==> src/rtl/tl_master_arbiter.sv <==
// tl_master_arbiter
//   Shares one downstream TileLink-UL A/D port among NUM_MASTERS upstream
//   masters. A-channel requests are granted round-robin, and a grant is held
//   until its handshake completes. The grant index is prepended to a_source,
//   and D responses are routed back by that index. A per-master count of
//   outstanding requests stops a master from issuing once it reaches
//   MAX_OUTSTANDING.
// Ports
//   clk, reset        : clock, asynchronous active-high reset
//   m_a_*             : packed per-master A channels (master i in slice i)
//   m_d_*             : per-master D valid/ready plus shared D payload
//   a_*               : downstream A channel, a_source = {grant_idx, source}
//   d_*               : downstream D channel
//   err_unmapped      : one-cycle pulse when a D beat was dropped
module tl_master_arbiter #(
  parameter int NUM_MASTERS     = 2,
  parameter int XLEN            = 32,
  parameter int SID_WIDTH       = 2,
  parameter int MAX_OUTSTANDING = 4,
  localparam int IDX_W = (NUM_MASTERS > 1) ? $clog2(NUM_MASTERS) : 1,
  localparam int CNT_W = $clog2(MAX_OUTSTANDING + 1)
) (
  input  logic                            clk,
  input  logic                            reset,
  input  logic [NUM_MASTERS-1:0]          m_a_valid,
  output logic [NUM_MASTERS-1:0]          m_a_ready,
  input  logic [NUM_MASTERS*3-1:0]        m_a_opcode,
  input  logic [NUM_MASTERS*3-1:0]        m_a_param,
  input  logic [NUM_MASTERS*3-1:0]        m_a_size,
  input  logic [NUM_MASTERS*SID_WIDTH-1:0] m_a_source,
  input  logic [NUM_MASTERS*XLEN-1:0]     m_a_address,
  input  logic [NUM_MASTERS*XLEN/8-1:0]   m_a_mask,
  input  logic [NUM_MASTERS*XLEN-1:0]     m_a_data,
  output logic [NUM_MASTERS-1:0]          m_d_valid,
  input  logic [NUM_MASTERS-1:0]          m_d_ready,
  output logic [2:0]                      m_d_opcode,
  output logic [1:0]                      m_d_param,
  output logic [2:0]                      m_d_size,
  output logic [SID_WIDTH-1:0]            m_d_source,
  output logic [XLEN-1:0]                 m_d_data,
  output logic                            m_d_corrupt,
  output logic                            m_d_denied,
  output logic                            a_valid,
  input  logic                            a_ready,
  output logic [2:0]                      a_opcode,
  output logic [2:0]                      a_param,
  output logic [2:0]                      a_size,
  output logic [SID_WIDTH+IDX_W-1:0]      a_source,
  output logic [XLEN-1:0]                 a_address,
  output logic [XLEN/8-1:0]               a_mask,
  output logic [XLEN-1:0]                 a_data,
  input  logic                            d_valid,
  output logic                            d_ready,
  input  logic [2:0]                      d_opcode,
  input  logic [1:0]                      d_param,
  input  logic [2:0]                      d_size,
  input  logic [SID_WIDTH+IDX_W-1:0]      d_source,
  input  logic [XLEN-1:0]                 d_data,
  input  logic                            d_corrupt,
  input  logic                            d_denied,
  output logic                            err_unmapped
);

  localparam logic [CNT_W-1:0] MAX_CNT  = CNT_W'(MAX_OUTSTANDING);
  localparam logic [IDX_W-1:0] LAST_IDX = IDX_W'(NUM_MASTERS - 1);

  typedef enum logic [0:0] {ARB = 1'b0, LOCKED = 1'b1} state_t;

  state_t               state_r;
  logic [IDX_W-1:0]     lock_idx_r;
  logic [IDX_W-1:0]     rr_ptr_r;
  logic [CNT_W-1:0]     cnt_r [NUM_MASTERS];
  logic                 err_unmapped_r;

  logic [NUM_MASTERS-1:0] eligible_s;
  logic                 arb_found_s;
  logic [IDX_W-1:0]     arb_idx_s;
  logic [IDX_W-1:0]     grant_s;
  logic                 lock_valid_s;
  logic                 a_valid_s;
  logic                 a_fire_s;
  logic [IDX_W-1:0]     d_idx_s;
  logic                 d_mapped_s;

  // Index k places after base, wrapping at NUM_MASTERS.
  function automatic logic [IDX_W-1:0] wrap_idx(input logic [IDX_W-1:0] base, input int k);
    wrap_idx = IDX_W'((int'(base) + k) % NUM_MASTERS);
  endfunction

  // Round-robin successor of a master index.
  function automatic logic [IDX_W-1:0] next_idx(input logic [IDX_W-1:0] idx);
    next_idx = (idx == LAST_IDX) ? IDX_W'(0) : idx + IDX_W'(1);
  endfunction

  // Eligibility and round-robin search starting at rr_ptr.
  always_comb begin
    eligible_s  = '0;
    arb_found_s = 1'b0;
    arb_idx_s   = '0;
    for (int i = 0; i < NUM_MASTERS; i++) begin
      eligible_s[i] = m_a_valid[i] && (cnt_r[i] < MAX_CNT);
    end
    for (int k = 0; k < NUM_MASTERS; k++) begin
      if (!arb_found_s && eligible_s[wrap_idx(rr_ptr_r, k)]) begin
        arb_found_s = 1'b1;
        arb_idx_s   = wrap_idx(rr_ptr_r, k);
      end else begin
        arb_found_s = arb_found_s;
      end
    end
  end

  // Grant selection, A-channel mux and per-master ready.
  // While locked the held master keeps the grant whatever its count is.
  always_comb begin
    lock_valid_s = 1'b0;
    for (int i = 0; i < NUM_MASTERS; i++) begin
      if (lock_idx_r == IDX_W'(i)) begin
        lock_valid_s = m_a_valid[i];
      end else begin
        lock_valid_s = lock_valid_s;
      end
    end
    if (state_r == LOCKED) begin
      grant_s   = lock_idx_r;
      a_valid_s = lock_valid_s;
    end else begin
      grant_s   = arb_idx_s;
      a_valid_s = arb_found_s;
    end
    a_fire_s  = a_valid_s && a_ready;
    a_opcode  = 3'b000;
    a_param   = 3'b000;
    a_size    = 3'b000;
    a_source  = '0;
    a_address = '0;
    a_mask    = '0;
    a_data    = '0;
    m_a_ready = '0;
    for (int i = 0; i < NUM_MASTERS; i++) begin
      if (grant_s == IDX_W'(i)) begin
        a_opcode     = m_a_opcode[i*3 +: 3];
        a_param      = m_a_param[i*3 +: 3];
        a_size       = m_a_size[i*3 +: 3];
        a_source     = {grant_s, m_a_source[i*SID_WIDTH +: SID_WIDTH]};
        a_address    = m_a_address[i*XLEN +: XLEN];
        a_mask       = m_a_mask[i*(XLEN/8) +: (XLEN/8)];
        a_data       = m_a_data[i*XLEN +: XLEN];
        m_a_ready[i] = a_valid_s && a_ready;
      end else begin
        m_a_ready[i] = 1'b0;
      end
    end
  end

  assign a_valid = a_valid_s;

  // D routing by the index bits of d_source. A beat for an unknown index or
  // for a master with nothing outstanding is accepted and discarded.
  always_comb begin
    d_idx_s    = d_source[SID_WIDTH +: IDX_W];
    d_mapped_s = 1'b0;
    m_d_valid  = '0;
    d_ready    = 1'b1;
    for (int i = 0; i < NUM_MASTERS; i++) begin
      if (d_idx_s == IDX_W'(i)) begin
        d_mapped_s = (cnt_r[i] != '0);
      end else begin
        d_mapped_s = d_mapped_s;
      end
    end
    for (int i = 0; i < NUM_MASTERS; i++) begin
      if (d_mapped_s && (d_idx_s == IDX_W'(i))) begin
        m_d_valid[i] = d_valid;
        d_ready      = m_d_ready[i];
      end else begin
        m_d_valid[i] = 1'b0;
      end
    end
  end

  assign m_d_opcode   = d_opcode;
  assign m_d_param    = d_param;
  assign m_d_size     = d_size;
  assign m_d_source   = d_source[SID_WIDTH-1:0];
  assign m_d_data     = d_data;
  assign m_d_corrupt  = d_corrupt;
  assign m_d_denied   = d_denied;
  assign err_unmapped = err_unmapped_r;

  // Arbitration FSM: lock the grant when the downstream stalls it.
  always_ff @(posedge clk or posedge reset) begin
    if (reset) begin
      state_r    <= ARB;
      lock_idx_r <= '0;
      rr_ptr_r   <= '0;
    end else begin
      case (state_r)
        ARB: begin
          if (arb_found_s && !a_ready) begin
            state_r    <= LOCKED;
            lock_idx_r <= arb_idx_s;
          end else if (arb_found_s) begin
            rr_ptr_r <= next_idx(arb_idx_s);
          end else begin
            rr_ptr_r <= rr_ptr_r;
          end
        end
        LOCKED: begin
          if (a_fire_s) begin
            state_r  <= ARB;
            rr_ptr_r <= next_idx(lock_idx_r);
          end else begin
            state_r <= LOCKED;
          end
        end
        default: begin
          state_r <= ARB;
        end
      endcase
    end
  end

  // Outstanding counters; an A fire and a D fire on the same master cancel.
  always_ff @(posedge clk or posedge reset) begin
    if (reset) begin
      for (int i = 0; i < NUM_MASTERS; i++) begin
        cnt_r[i] <= '0;
      end
    end else begin
      for (int i = 0; i < NUM_MASTERS; i++) begin
        if (a_fire_s && (grant_s == IDX_W'(i)) && !(m_d_valid[i] && d_ready) && (cnt_r[i] != MAX_CNT)) begin
          cnt_r[i] <= cnt_r[i] + CNT_W'(1);
        end else if (m_d_valid[i] && d_ready && !(a_fire_s && (grant_s == IDX_W'(i))) && (cnt_r[i] != '0)) begin
          cnt_r[i] <= cnt_r[i] - CNT_W'(1);
        end else begin
          cnt_r[i] <= cnt_r[i];
        end
      end
    end
  end

  // Dropped-beat flag, one cycle after the beat.
  always_ff @(posedge clk or posedge reset) begin
    if (reset) begin
      err_unmapped_r <= 1'b0;
    end else begin
      err_unmapped_r <= d_valid && !d_mapped_s;
    end
  end

endmodule

==> config.mk <==
export PLATFORM = sky130hd
export DESIGN_NAME = tl_master_arbiter
export DESIGN_NICKNAME = d
export VERILOG_FILES = /design/src/rtl/tl_master_arbiter.sv
export SDC_FILE = /design/constraint.sdc
export NUM_CORES = 1
export LEC_CHECK = 0
export ABC_AREA = 0
export CORE_AREA = 2 2 133 135
export CTS_CLUSTER_DIAMETER = 80
export DETAILED_ROUTE_END_ITERATION = 16
export DIE_AREA = 0 0 135 137
export HOLD_SLACK_MARGIN = 0.12
export PLACE_DENSITY_LB_ADDON = 0.15
export SLEW_MARGIN = 5
export SYNTH_ARGS = -nofsm -noshare
export SYNTH_HDL_FRONTEND = slang
export SYNTH_SLANG_ARGS = --single-unit
==> constraint.sdc <==
create_clock -name clk -period 3.6 [get_ports clk]
set_input_delay 0.9 -clock clk [delete_from_list [all_inputs] [get_ports clk]]
set_output_delay 0.9 -clock clk [all_outputs]
set_load 0.02 [all_outputs]
==> flow_summary.ini <==
[synth]
syn-num-nets = 431
synthCells = 218
syn_area_per_cell_um2 = 9.596
synth_seq_area_share_pct = 11.96
ys_seq_elements = 10
ys_types = 42
ys.warnings.count = 0
synthArstFlopShare_pct = 100.0
synth_area_um2 = 2092
ys.flop_type = dfrtp_1
synth-edff-count = 0

[final_layout]
nNetsFinal = 651
layout_common_cells = clkdlybuf4s50_1 (171), mux2_2 (80), dlygate4sd2_1 (46)
utilization_pct = 27.99
drive_gt1_share_pct = 30.73
syn_to_final_growth_pct = 128.2
n_antenna_cell = 0
final_common_cell = clkdlybuf4s50_1
stdcell_count = 661

[worst_setup_path]
critPathKind = in -> out
reg2reg_depth = 11
cp-start-kind = primary input
r2r-start = cnt_r[2]
rrSetupSlack_ns = 0.91
rr_endpoint = cnt_r[2]
critPathSlowestCell = o31a_4
worstPathArrival_ns = 2.64
cpLargestDelayFamily = buffers and inverters
cp_cell_sequence = dlygate4sd2_1 -> nor3b_4 -> o31a_4 -> buf_12 -> bufbuf_16 -> mux2_2 -> clkdlybuf4s15_1
end_kind = primary output
critPathMaxFanout = 17
required_ns = 2.70
cpPeakStageDelay_ns = 0.31
path_buf_inv = 4

[floorplan]
boundaryPins = 342
rows = 48
dieArea_um2 = 18500
die_w_um = 135
fp.coreArea_um2 = 17060
start_util_pct = 12.27
die_h_um = 137

[routing]
num_vias = 2458
totalWireLength_um = 10820
drt_iter0_markers = 74
drtAntennaViolNets = 0
route.detailed.drc = 0
vias_per_cell = 3.719
wl_per_cell_um = 16.37
firstDrtPassIters = 3

[sta]
fmax_mhz = 282.6
finalCritPeriodShare_pct = 98.31
setup_tns_ns = 0
worstMarginPinSlew_ns = 0.4345
skew_ns = 0.001838
hold_viol = 0
max_slew_margin_pct = 70.88
rsz0062_at_grt = no
finalMaxSlewViolations = 0
fin_crit_ns = 3.539
setup_viol = 0

[placed_design]
place.gp.congestion = 0.7460
port_buffers = 253
dp.cells = 653
hpwlAfterDp_um = 9032

[clock_network]
cts-hold-fix-buffers = 0
clk_path_buf_depth = 2
tritoncts = yes
cts_root_buf = clkbuf_16
clock_sinks = 10
clk_pin_slew_worst_paths_ns = 0.04
cts_buffers = 3
h-tree-depth = 1
insertion_delay_ns = 0.23

[worst_hold_path]
hp-class = reg -> reg
hold_depth = 1
min_to = rr_ptr_r
hp-start = rr_ptr_r

[global_routing]
grt_use_total_pct = 10.40
overflow = 0
grt_pass1_wl_um = 14840
grt_max_degree = 21
first_global_vias = 2650
antenna_found_initial = 0

[pwr]
cellLeakagePower_nw = 1.938
power_mw = 3.000
pwr_density_cell_nw_per_um2 = 628.5
vdd_ir_drop_max_mv = 0.2455

[run_status]
status = finished clean

[flow_run]
max_cap_viol_count = 0
## routing by layer
layer	vias to the layer above	share of wire (%)	wire length [um]	GRT usage, %
li1	1179	-	-	-
met4	0	0.30	33	0.8102
met1	1115	34	3635	10.61
met3	4	8.8	951	2.852
met2	160	57	6200	21.63
met5	-	0	0	0
## registers in the layout (all words and copies together), names as in the netlist
| signal | flops |
|---|---|
| cnt_r | 6 |
| err_unmapped | 1 |
| lock_idx_r | 1 |
| rr_ptr_r | 1 |
| state_r | 1 |
## through the flow
step | setup WS, ns | hold WS [ns] | instance area, um2
3_5_place_dp | -0.4060 | 0.5034 | 4619
5_1_grt | 0.008522 | 0.5579 | 4773
3_3_place_gp | -0.3888 | 0.5144 | 4619
6_report | 0.06101 | 0.5468 | 4773
2_1_floorplan | 0.6261 | 0.4720 | 2092
4_1_cts | 0.04892 | 0.5470 | 4773
## report_power, final
part,total (mW),switching (mW),internal [mW]
sequential,0.261,0.0946,0.167
combinational,2.54,1.18,1.36
clock,0.194,0.0499,0.144
total,3.00,1.33,1.67
## synth_stat cells (all sizes together), types with 2 or more instances
cell type,instances,area share (%)
mux2,81,44
dfrtp,10,12
nand3,4,2.2
xnor2,3,1.3
inv,7,1.3
o22ai,2,0.60
fa,2,1.9
buf,56,19
nor2,2,0.36
a21oi,2,0.48
a21o,2,0.72
mux2i,3,1.4
o21ai,6,1.4
nand2,8,1.4
nor3b,2,0.96
nand2b,7,2.5
nor3,4,1.4
## how the worst max path moves through the flow
stage,start,end,slack [ns],cells past startpoint
finish,m_a_valid[0],a_address[26],0.06,7
CTS,m_a_valid[0],a_address[2],0.05,7
global route,m_a_valid[0],a_address[2],0.009,7
detailed placement,m_a_valid[0],a_data[23],-0.41,6
global placement,m_a_valid[0],a_data[23],-0.39,6
floorplan,m_a_valid[0],a_address[24],0.63,6
## cell families after synthesis
logic type	count (synthesis)	share of synthesized area (%)
buf+inv	63	20.75
xor+xnor	3	1.256
compound gates	27	9.510
mux	84	45.21
fa+ha+maj	2	1.914
flops	10	11.96
simple gates	29	9.391
## what timing repair did
item | 4_1_cts | 5_1_grt
setup buffers | 3 | 0
gates resized for setup | 141 | 0
endpoints found under the setup margin | 82 | 0
## worst reg2reg max path: stages, from the launching register on
cell,delay [ns]
dfrtp_1,0.47
nand2b_4,0.19
o31a_4,0.36
buf_4,0.18
inv_2,0.08
nand3_4,0.07
inv_1,0.14
nand3_1,0.10
fa_1,0.40
a311oi_1,0.32
nand2b_1,0.16
o22ai_1,0.07
## cell type report
type	instances	area [um2]
fill	1838	12280
timing repair buffer	271	2718
multi-input combinational	145	1423
tap	225	281.5
sequential	10	250.2
clock buffer	3	75.07
inverter	7	26.28
No activity file was read; power rests on OpenSTA's default activity.
